## config.mk

```make
export PLATFORM = sky130hd
export DESIGN_NAME = bsg_1_to_n_tagged_buffered
export DESIGN_NICKNAME = d
export VERILOG_FILES = /design/src/rtl/bsg_1_to_n_tagged_pkg.sv /design/src/rtl/bsg_tagged_chan_fifo.sv /design/src/rtl/bsg_1_to_n_tagged_buffered.sv
export SDC_FILE = /design/constraint.sdc
export NUM_CORES = 2
export LEC_CHECK = 0
export ABC_CLOCK_PERIOD_IN_PS = 17440
export BUFFER_PORTS_ARGS = -buffer_cell sky130_fd_sc_hd__buf_2
export CORE_AREA = 2 2 441 443
export CTS_BUF_LIST = sky130_fd_sc_hd__clkbuf_2 sky130_fd_sc_hd__clkbuf_4 sky130_fd_sc_hd__clkbuf_8
export CTS_CLUSTER_DIAMETER = 200
export DETAILED_ROUTE_END_ITERATION = 12
export DIE_AREA = 0 0 443 445
export GPL_ROUTABILITY_DRIVEN = 1
export PLACE_DENSITY_LB_ADDON = 0.08
export REMOVE_ABC_BUFFERS = 1
export SLEW_MARGIN = 20
export SYNTH_ARGS = -nofsm -noshare
export SYNTH_HDL_FRONTEND = slang
export SYNTH_SLANG_ARGS = --single-unit
```

## constraint.sdc

```tcl
create_clock -name clk_i -period 17.44 [get_ports clk_i]
set_clock_uncertainty 0.15 [all_clocks]
set_input_delay 3.488 -clock clk_i [delete_from_list [all_inputs] [get_ports clk_i]]
set_output_delay 3.488 -clock clk_i [all_outputs]
set_load 0.05 [all_outputs]
```

## src/rtl/bsg_1_to_n_tagged_pkg.sv

```systemverilog
// Shared constants and helpers for the tagged buffered fan-out.
//   stall_cnt_width_gp : width of the input-stall counter
//   stall_cnt_max_gp   : saturation value of the input-stall counter
//   tag_width_f        : tag width for a given channel count (minimum 1)
package bsg_1_to_n_tagged_pkg;

  localparam int unsigned stall_cnt_width_gp = 16;
  localparam logic [stall_cnt_width_gp-1:0] stall_cnt_max_gp = 16'hFFFF;

  function automatic int unsigned tag_width_f(input int unsigned num_out);
    return (num_out > 1) ? $clog2(num_out) : 1;
  endfunction

endpackage

```

## src/rtl/bsg_tagged_chan_fifo.sv

```systemverilog
// One channel's circular FIFO: storage, read/write pointers and occupancy count.
//   clk_i, reset_i : clock, synchronous active-high reset
//   enq_i, data_i  : write a word at the tail (caller guarantees ~full_o)
//   full_o         : count == els_p
//   v_o, data_o    : head valid / head word
//   yumi_i         : pop the head; ignored while empty
module bsg_tagged_chan_fifo
  import bsg_1_to_n_tagged_pkg::*;
#(
  parameter int unsigned width_p = 32,
  parameter int unsigned els_p   = 2
) (
  input  logic               clk_i,
  input  logic               reset_i,
  input  logic               enq_i,
  input  logic [width_p-1:0] data_i,
  output logic               full_o,
  output logic               v_o,
  output logic [width_p-1:0] data_o,
  input  logic               yumi_i
);

  localparam int unsigned ptr_w_lp = (els_p > 1) ? $clog2(els_p) : 1;
  localparam int unsigned cnt_w_lp = $clog2(els_p + 1);
  localparam logic [ptr_w_lp-1:0] last_ptr_lp = ptr_w_lp'(els_p - 1);
  localparam logic [cnt_w_lp-1:0] els_cnt_lp  = cnt_w_lp'(els_p);

  logic [width_p-1:0]  r_mem [els_p];
  logic [ptr_w_lp-1:0] r_wr_ptr;
  logic [ptr_w_lp-1:0] r_rd_ptr;
  logic [cnt_w_lp-1:0] r_cnt;

  logic w_enq;
  logic w_deq;

  function automatic logic [ptr_w_lp-1:0] next_ptr(input logic [ptr_w_lp-1:0] p);
    return (p == last_ptr_lp) ? '0 : p + ptr_w_lp'(1);
  endfunction

  assign w_enq  = enq_i & ~full_o;
  assign w_deq  = yumi_i & v_o;
  assign full_o = (r_cnt == els_cnt_lp);
  assign v_o    = (r_cnt != '0);
  assign data_o = r_mem[r_rd_ptr];

  // Pointers and count; enq+deq together leave the count unchanged.
  always_ff @(posedge clk_i) begin
    if (reset_i) begin
      r_wr_ptr <= '0;
      r_rd_ptr <= '0;
      r_cnt    <= '0;
    end else begin
      if (w_enq) r_wr_ptr <= next_ptr(r_wr_ptr);
      if (w_deq) r_rd_ptr <= next_ptr(r_rd_ptr);
      if (w_enq & ~w_deq)      r_cnt <= r_cnt + cnt_w_lp'(1);
      else if (~w_enq & w_deq) r_cnt <= r_cnt - cnt_w_lp'(1);
    end
  end

  // Storage is intentionally not reset.
  always_ff @(posedge clk_i) begin
    if (~reset_i & w_enq) r_mem[r_wr_ptr] <= data_i;
  end

endmodule

```

## src/rtl/bsg_1_to_n_tagged_buffered.sv

```systemverilog
// Tagged fan-out with a small FIFO per output channel.
//   clk_i, reset_i     : clock, synchronous active-high reset
//   v_i, tag_i, data_i : input word; accepted when v_i & ready_o
//   ready_o            : addressed channel in range and not full (no path from yumi_i)
//   v_o, data_o        : per-channel head valid / flattened head data
//   yumi_i             : per-channel dequeue
//   stall_cnt_o        : saturating count of stalled input cycles when
//                        BSG_1_TO_N_TAGGED_BUFFERED_STALL_CNT_EN is defined, else 0
module bsg_1_to_n_tagged_buffered
  import bsg_1_to_n_tagged_pkg::*;
#(
  parameter  int unsigned num_out_p    = 32,
  parameter  int unsigned width_p      = 32,
  parameter  int unsigned els_p        = 2,
  localparam int unsigned tag_width_lp = tag_width_f(num_out_p)
) (
  input  logic                          clk_i,
  input  logic                          reset_i,
  input  logic                          v_i,
  input  logic [tag_width_lp-1:0]       tag_i,
  input  logic [width_p-1:0]            data_i,
  output logic                          ready_o,
  output logic [num_out_p-1:0]          v_o,
  output logic [num_out_p*width_p-1:0]  data_o,
  input  logic [num_out_p-1:0]          yumi_i,
  output logic [stall_cnt_width_gp-1:0] stall_cnt_o
);

  localparam logic [tag_width_lp:0] num_out_lp = (tag_width_lp + 1)'(num_out_p);

  logic [num_out_p-1:0] w_full;
  logic [num_out_p-1:0] w_enq;
  logic                 w_full_sel;
  logic                 w_tag_in_range;

  // Select the addressed channel's full flag; out-of-range tags read as full.
  always_comb begin
    w_tag_in_range = ({1'b0, tag_i} < num_out_lp);
    w_full_sel     = 1'b1;
    for (int k = 0; k < int'(num_out_p); k++) begin
      if (tag_i == tag_width_lp'(k)) w_full_sel = w_full[k];
    end
  end

  assign ready_o = ~reset_i & w_tag_in_range & ~w_full_sel;

  for (genvar k = 0; k < int'(num_out_p); k++) begin : g_chan
    assign w_enq[k] = v_i & ready_o & (tag_i == tag_width_lp'(k));

    bsg_tagged_chan_fifo #(
      .width_p (width_p),
      .els_p   (els_p)
    ) u_fifo (
      .clk_i   (clk_i),
      .reset_i (reset_i),
      .enq_i   (w_enq[k]),
      .data_i  (data_i),
      .full_o  (w_full[k]),
      .v_o     (v_o[k]),
      .data_o  (data_o[k*width_p +: width_p]),
      .yumi_i  (yumi_i[k])
    );
  end

`ifdef BSG_1_TO_N_TAGGED_BUFFERED_STALL_CNT_EN
  logic [stall_cnt_width_gp-1:0] r_stall_cnt;

  // Count cycles where a valid word is refused; sticks at the max value.
  always_ff @(posedge clk_i) begin
    if (reset_i) begin
      r_stall_cnt <= '0;
    end else if (v_i & ~ready_o & (r_stall_cnt != stall_cnt_max_gp)) begin
      r_stall_cnt <= r_stall_cnt + stall_cnt_width_gp'(1);
    end
  end

  assign stall_cnt_o = r_stall_cnt;
`else
  assign stall_cnt_o = '0;
`endif

endmodule

```

==> impl_results.md <==
- Share of synthesized area spent on multiplexers: 0.142
- Die area: between 150000 and 200000 um2
- Compound-cell area share of the yosys netlist: 0.00746
- Filler cells: 16200
- Slack of the worst reg-to-reg path: 14.42 ns
- Largest net degree at the start of global routing: 65
- Placement-stage cell area: 90400 um2
- Sequential fraction of the synthesis area: 0.795
- Total negative setup slack: 0 ns
- Post-synthesis async set-or-reset flop share: 0
- Primary FF master, synth: sky130_fd_sc_hd__edfxtp_1
- Most frequent standard cell in the layout excluding fill and tap cells: sky130_fd_sc_hd__edfxtp_1
- DR iter-0 viols: 3717
- Worst-case setup margin in the final layout: 8.45 ns
- Core box area: 192000 um2
- Top routing layer in use: met5
- Final count of pins violating max slew: 0
- Max cap viols: 0
- Post-synthesis average cell area: 19.9 um2
- Number of enable flip-flop cells after synthesis: 2048
- Antenna violations before repair: 60
- Residual overflow from global routing: 0
- Dominant combinational cell family by area after synthesis: multiplexers
- Run status: completed
- Share of the clock period used by the worst path: 0.515
- Via count normalized by instance count: 5.22
- Adder-cell area share of the yosys netlist: 0.00492
- Yosys cell types: 50
- Synth Area in XOR/XNOR: 0.0117
- Number of remaining DRC errors: 0
- Top Ports: between 1000 and 1500
- Kind of end point of the critical path: primary output
- VDD IR-drop max: 78.4 uV
- F_max: 111 MHz
- Synth top area share: 0.756
- Clock-pin slew reported for the worst setup and hold paths after clock tree synthesis: 0.06 ns
- Aggregate routed wire length: ~260 mm
- Post-route total power: 0.0127 W
- Starting density of the core: 0.424
- Path class of the lowest-slack min-delay path: register to register
- Number of gates resized after cts: 0
- Most frequent cells in the layout: sky130_fd_sc_hd__edfxtp_1, sky130_fd_sc_hd__buf_2, sky130_fd_sc_hd__mux2_2, sky130_fd_sc_hd__clkbuf_8, sky130_fd_sc_hd__clkbuf_4
- Fraction of layout cells with a size suffix above 1: 0.506
- Post-layout nets: approximately 5600
- Horiz. Die Dim: between 400 and 500 um
- Number of global-route vias before repair: 43200
- Minimum setup slack after placement: 8.36 ns
- Vert. Die Dim: ~450 um
- Final setup violating endpoints: 0
- Post-route antenna net violation count: 0
- Area fraction in and, or, nand and nor cells after synthesis: 0.0261
- Insertion delay to the later sink of the worst-skew pair: about 1.0 ns
- Worst endpoint data arrival time: 5.35 ns
- CTS Buf Count: 383
- Leak: 34.1 nW
- Largest buffer count on any clock path: 4
- H-tree depth: 5
- Routability cong.: 0.809
- Maximum fanout encountered on the critical timing path: 11
- Detailed route wirelength on metal3: 21.7 mm
- Startpoint Class: primary input
- Total GRT Usage: 0.259
- Number of buffers inserted by port buffering: 1128
- Placed wire-length estimate after detailed placement: 166 mm
- Cell types occupying the most area after synthesis: sky130_fd_sc_hd__edfxtp_1, sky130_fd_sc_hd__mux2_2, sky130_fd_sc_hd__dfxtp_1, sky130_fd_sc_hd__xor2_1, sky130_fd_sc_hd__nor2_1
- Multi-input combinational cell area: 15900 um2
- Number of warning messages in the yosys log: 0
- Critical path type: primary input to primary output
- Post-route standard cell area excluding fillers: between 90000 and 100000 um2
- Worst max-slew margin expressed relative to the limit: 0.310
- Number of placement rows: 161
- Amount of wire on met2 after detailed routing: 130 mm
- #FFs+latches synth: between 2000 and 2500
- Unrepaired setup endpoints after global routing: no
- Area growth from synthesis to layout: 20.1%
- Post-cts hold buffer count: 0
- Clock root buffer: sky130_fd_sc_hd__clkbuf_8
- Number of cells produced by synthesis: approximately 4100
- Post-synthesis cell type with the largest combined area: sky130_fd_sc_hd__edfxtp_1
- Final Hold Fails: 0
- Wl on met1: 97.9 mm
- Total via count in the routed design: 43600
- Actual slew at the worst max-slew pin: 1.03 ns
- Number of sinks driven by the clock tree: 2208
- Power per standard cell area: 130 nW/um2
- TritonCTS clock tree: done
- # Post-CTS Setup Buffers: 0
- Post-synthesis cell area: 81300 um2
- Wire length of the first global-routing pass: 350 mm
- Min Tclk post-route: 8.99 ns
- Required time worst endpoint: 13.80 ns
- WL per Instance: 31.3 um
- 1st-pass router iterations: 5
- Reg area: 64700 um2
## layout make-up
class,instances,share of cell area
antenna,28,0.000718
sequential,2208,0.663
clock inverter,113,0.00556
multi-input combinational,1681,0.163
clock buffer,552,0.0677
tap,2526,0.0324
timing repair buffer,1241,0.0677
inverter,8,0.000308
## through the flow
step           std cells  hold WS [ns]   util
4_1_cts             8328         0.342  0.508
3_5_place_dp        7663         0.339  0.471
6_report            8357         0.333  0.509
5_1_grt             8345         0.372  0.509
2_1_floorplan       3897         0.303      -
3_3_place_gp        7662         0.322  0.471
## sequential cells by signal (all words and copies together) (netlist names), named ones only
name                    flops
g_chan.u_fifo.r_mem      2048
g_chan.u_fifo.r_wr_ptr     32
g_chan.u_fifo.r_cnt        64
g_chan.u_fifo.r_rd_ptr     32
## report_power, final
part | internal [W] | switching, W
logic | 0.000577 | 0.00169
clock network | 0.00246 | 0.00204
registers | 0.00586 | 0.0000856
## worst max-delay path: stages
cell                       delay [ns]
sky130_fd_sc_hd__buf_2           0.17
sky130_fd_sc_hd__nand3b_1        0.64
sky130_fd_sc_hd__nor2_1          0.28
sky130_fd_sc_hd__nor3_1          0.08
sky130_fd_sc_hd__a31oi_1         0.28
sky130_fd_sc_hd__buf_2           0.39
## layer usage
| metal | up-vias | global-route usage |
|---|---|---|
| met2 | 1740 | 0.431 |
| met4 | 8 | 0.125 |
| met3 | 473 | 0.0749 |
| li1 | 18700 | - |
| met5 | - | 0 |
| met1 | 22700 | 0.309 |
## Yosys cell counts, types with 2 or more instances
cell / n
sky130_fd_sc_hd__a211o_1: 3
sky130_fd_sc_hd__o21ai_1: 2
sky130_fd_sc_hd__mux2_2: 1024
sky130_fd_sc_hd__or3_1: 33
sky130_fd_sc_hd__dfxtp_1: 160
sky130_fd_sc_hd__nand3b_1: 7
sky130_fd_sc_hd__nor3_2: 8
sky130_fd_sc_hd__nand3_1: 8
sky130_fd_sc_hd__o21bai_1: 14
sky130_fd_sc_hd__nor3_1: 17
sky130_fd_sc_hd__ha_1: 32
sky130_fd_sc_hd__nor4_1: 14
sky130_fd_sc_hd__nand2b_1: 25
sky130_fd_sc_hd__nor2b_1: 23
sky130_fd_sc_hd__and3_1: 5
sky130_fd_sc_hd__buf_1: 96
sky130_fd_sc_hd__edfxtp_1: 2048
sky130_fd_sc_hd__buf_4: 49
sky130_fd_sc_hd__nand2_2: 2
sky130_fd_sc_hd__buf_2: 6
sky130_fd_sc_hd__o21ai_0: 36
sky130_fd_sc_hd__nor4_2: 2
sky130_fd_sc_hd__clkbuf_1: 50
sky130_fd_sc_hd__nor3b_1: 9
sky130_fd_sc_hd__mux4_2: 2
sky130_fd_sc_hd__xor2_1: 96
sky130_fd_sc_hd__xnor2_1: 13
sky130_fd_sc_hd__and2_1: 32
sky130_fd_sc_hd__nor2_1: 130
sky130_fd_sc_hd__inv_1: 8
sky130_fd_sc_hd__a21oi_1: 35
sky130_fd_sc_hd__or2_2: 32
sky130_fd_sc_hd__or2_1: 4
sky130_fd_sc_hd__a2111oi_4: 2
sky130_fd_sc_hd__or3b_1: 2
sky130_fd_sc_hd__nand2_1: 40
## cell families after synthesis
logic type                 Yosys count
DFF                               2208
muxes                             1026
and+or+nand+nor                    399
buffers and inverters              209
xor gates and xnor gates           109
AOI/OAI and AO/OA                   99
adders and majority gates           32
other                                1
## worst paths after layout
| path | endpoint | depth (start not counted) | from |
|---|---|---|---|
| worst max-delay path | ready_o | 6 | tag_i[4] |
| worst min-delay path | register | 2 | g_chan[15].u_fifo.r_rd_ptr |
| worst max register to register | g_chan[27].u_fifo.r_mem[0][26] | 4 | g_chan[31].u_fifo.r_cnt[0] |
| worst min register to register | register | 2 | g_chan[15].u_fifo.r_rd_ptr |
No activity file was read; power rests on OpenSTA's default activity.
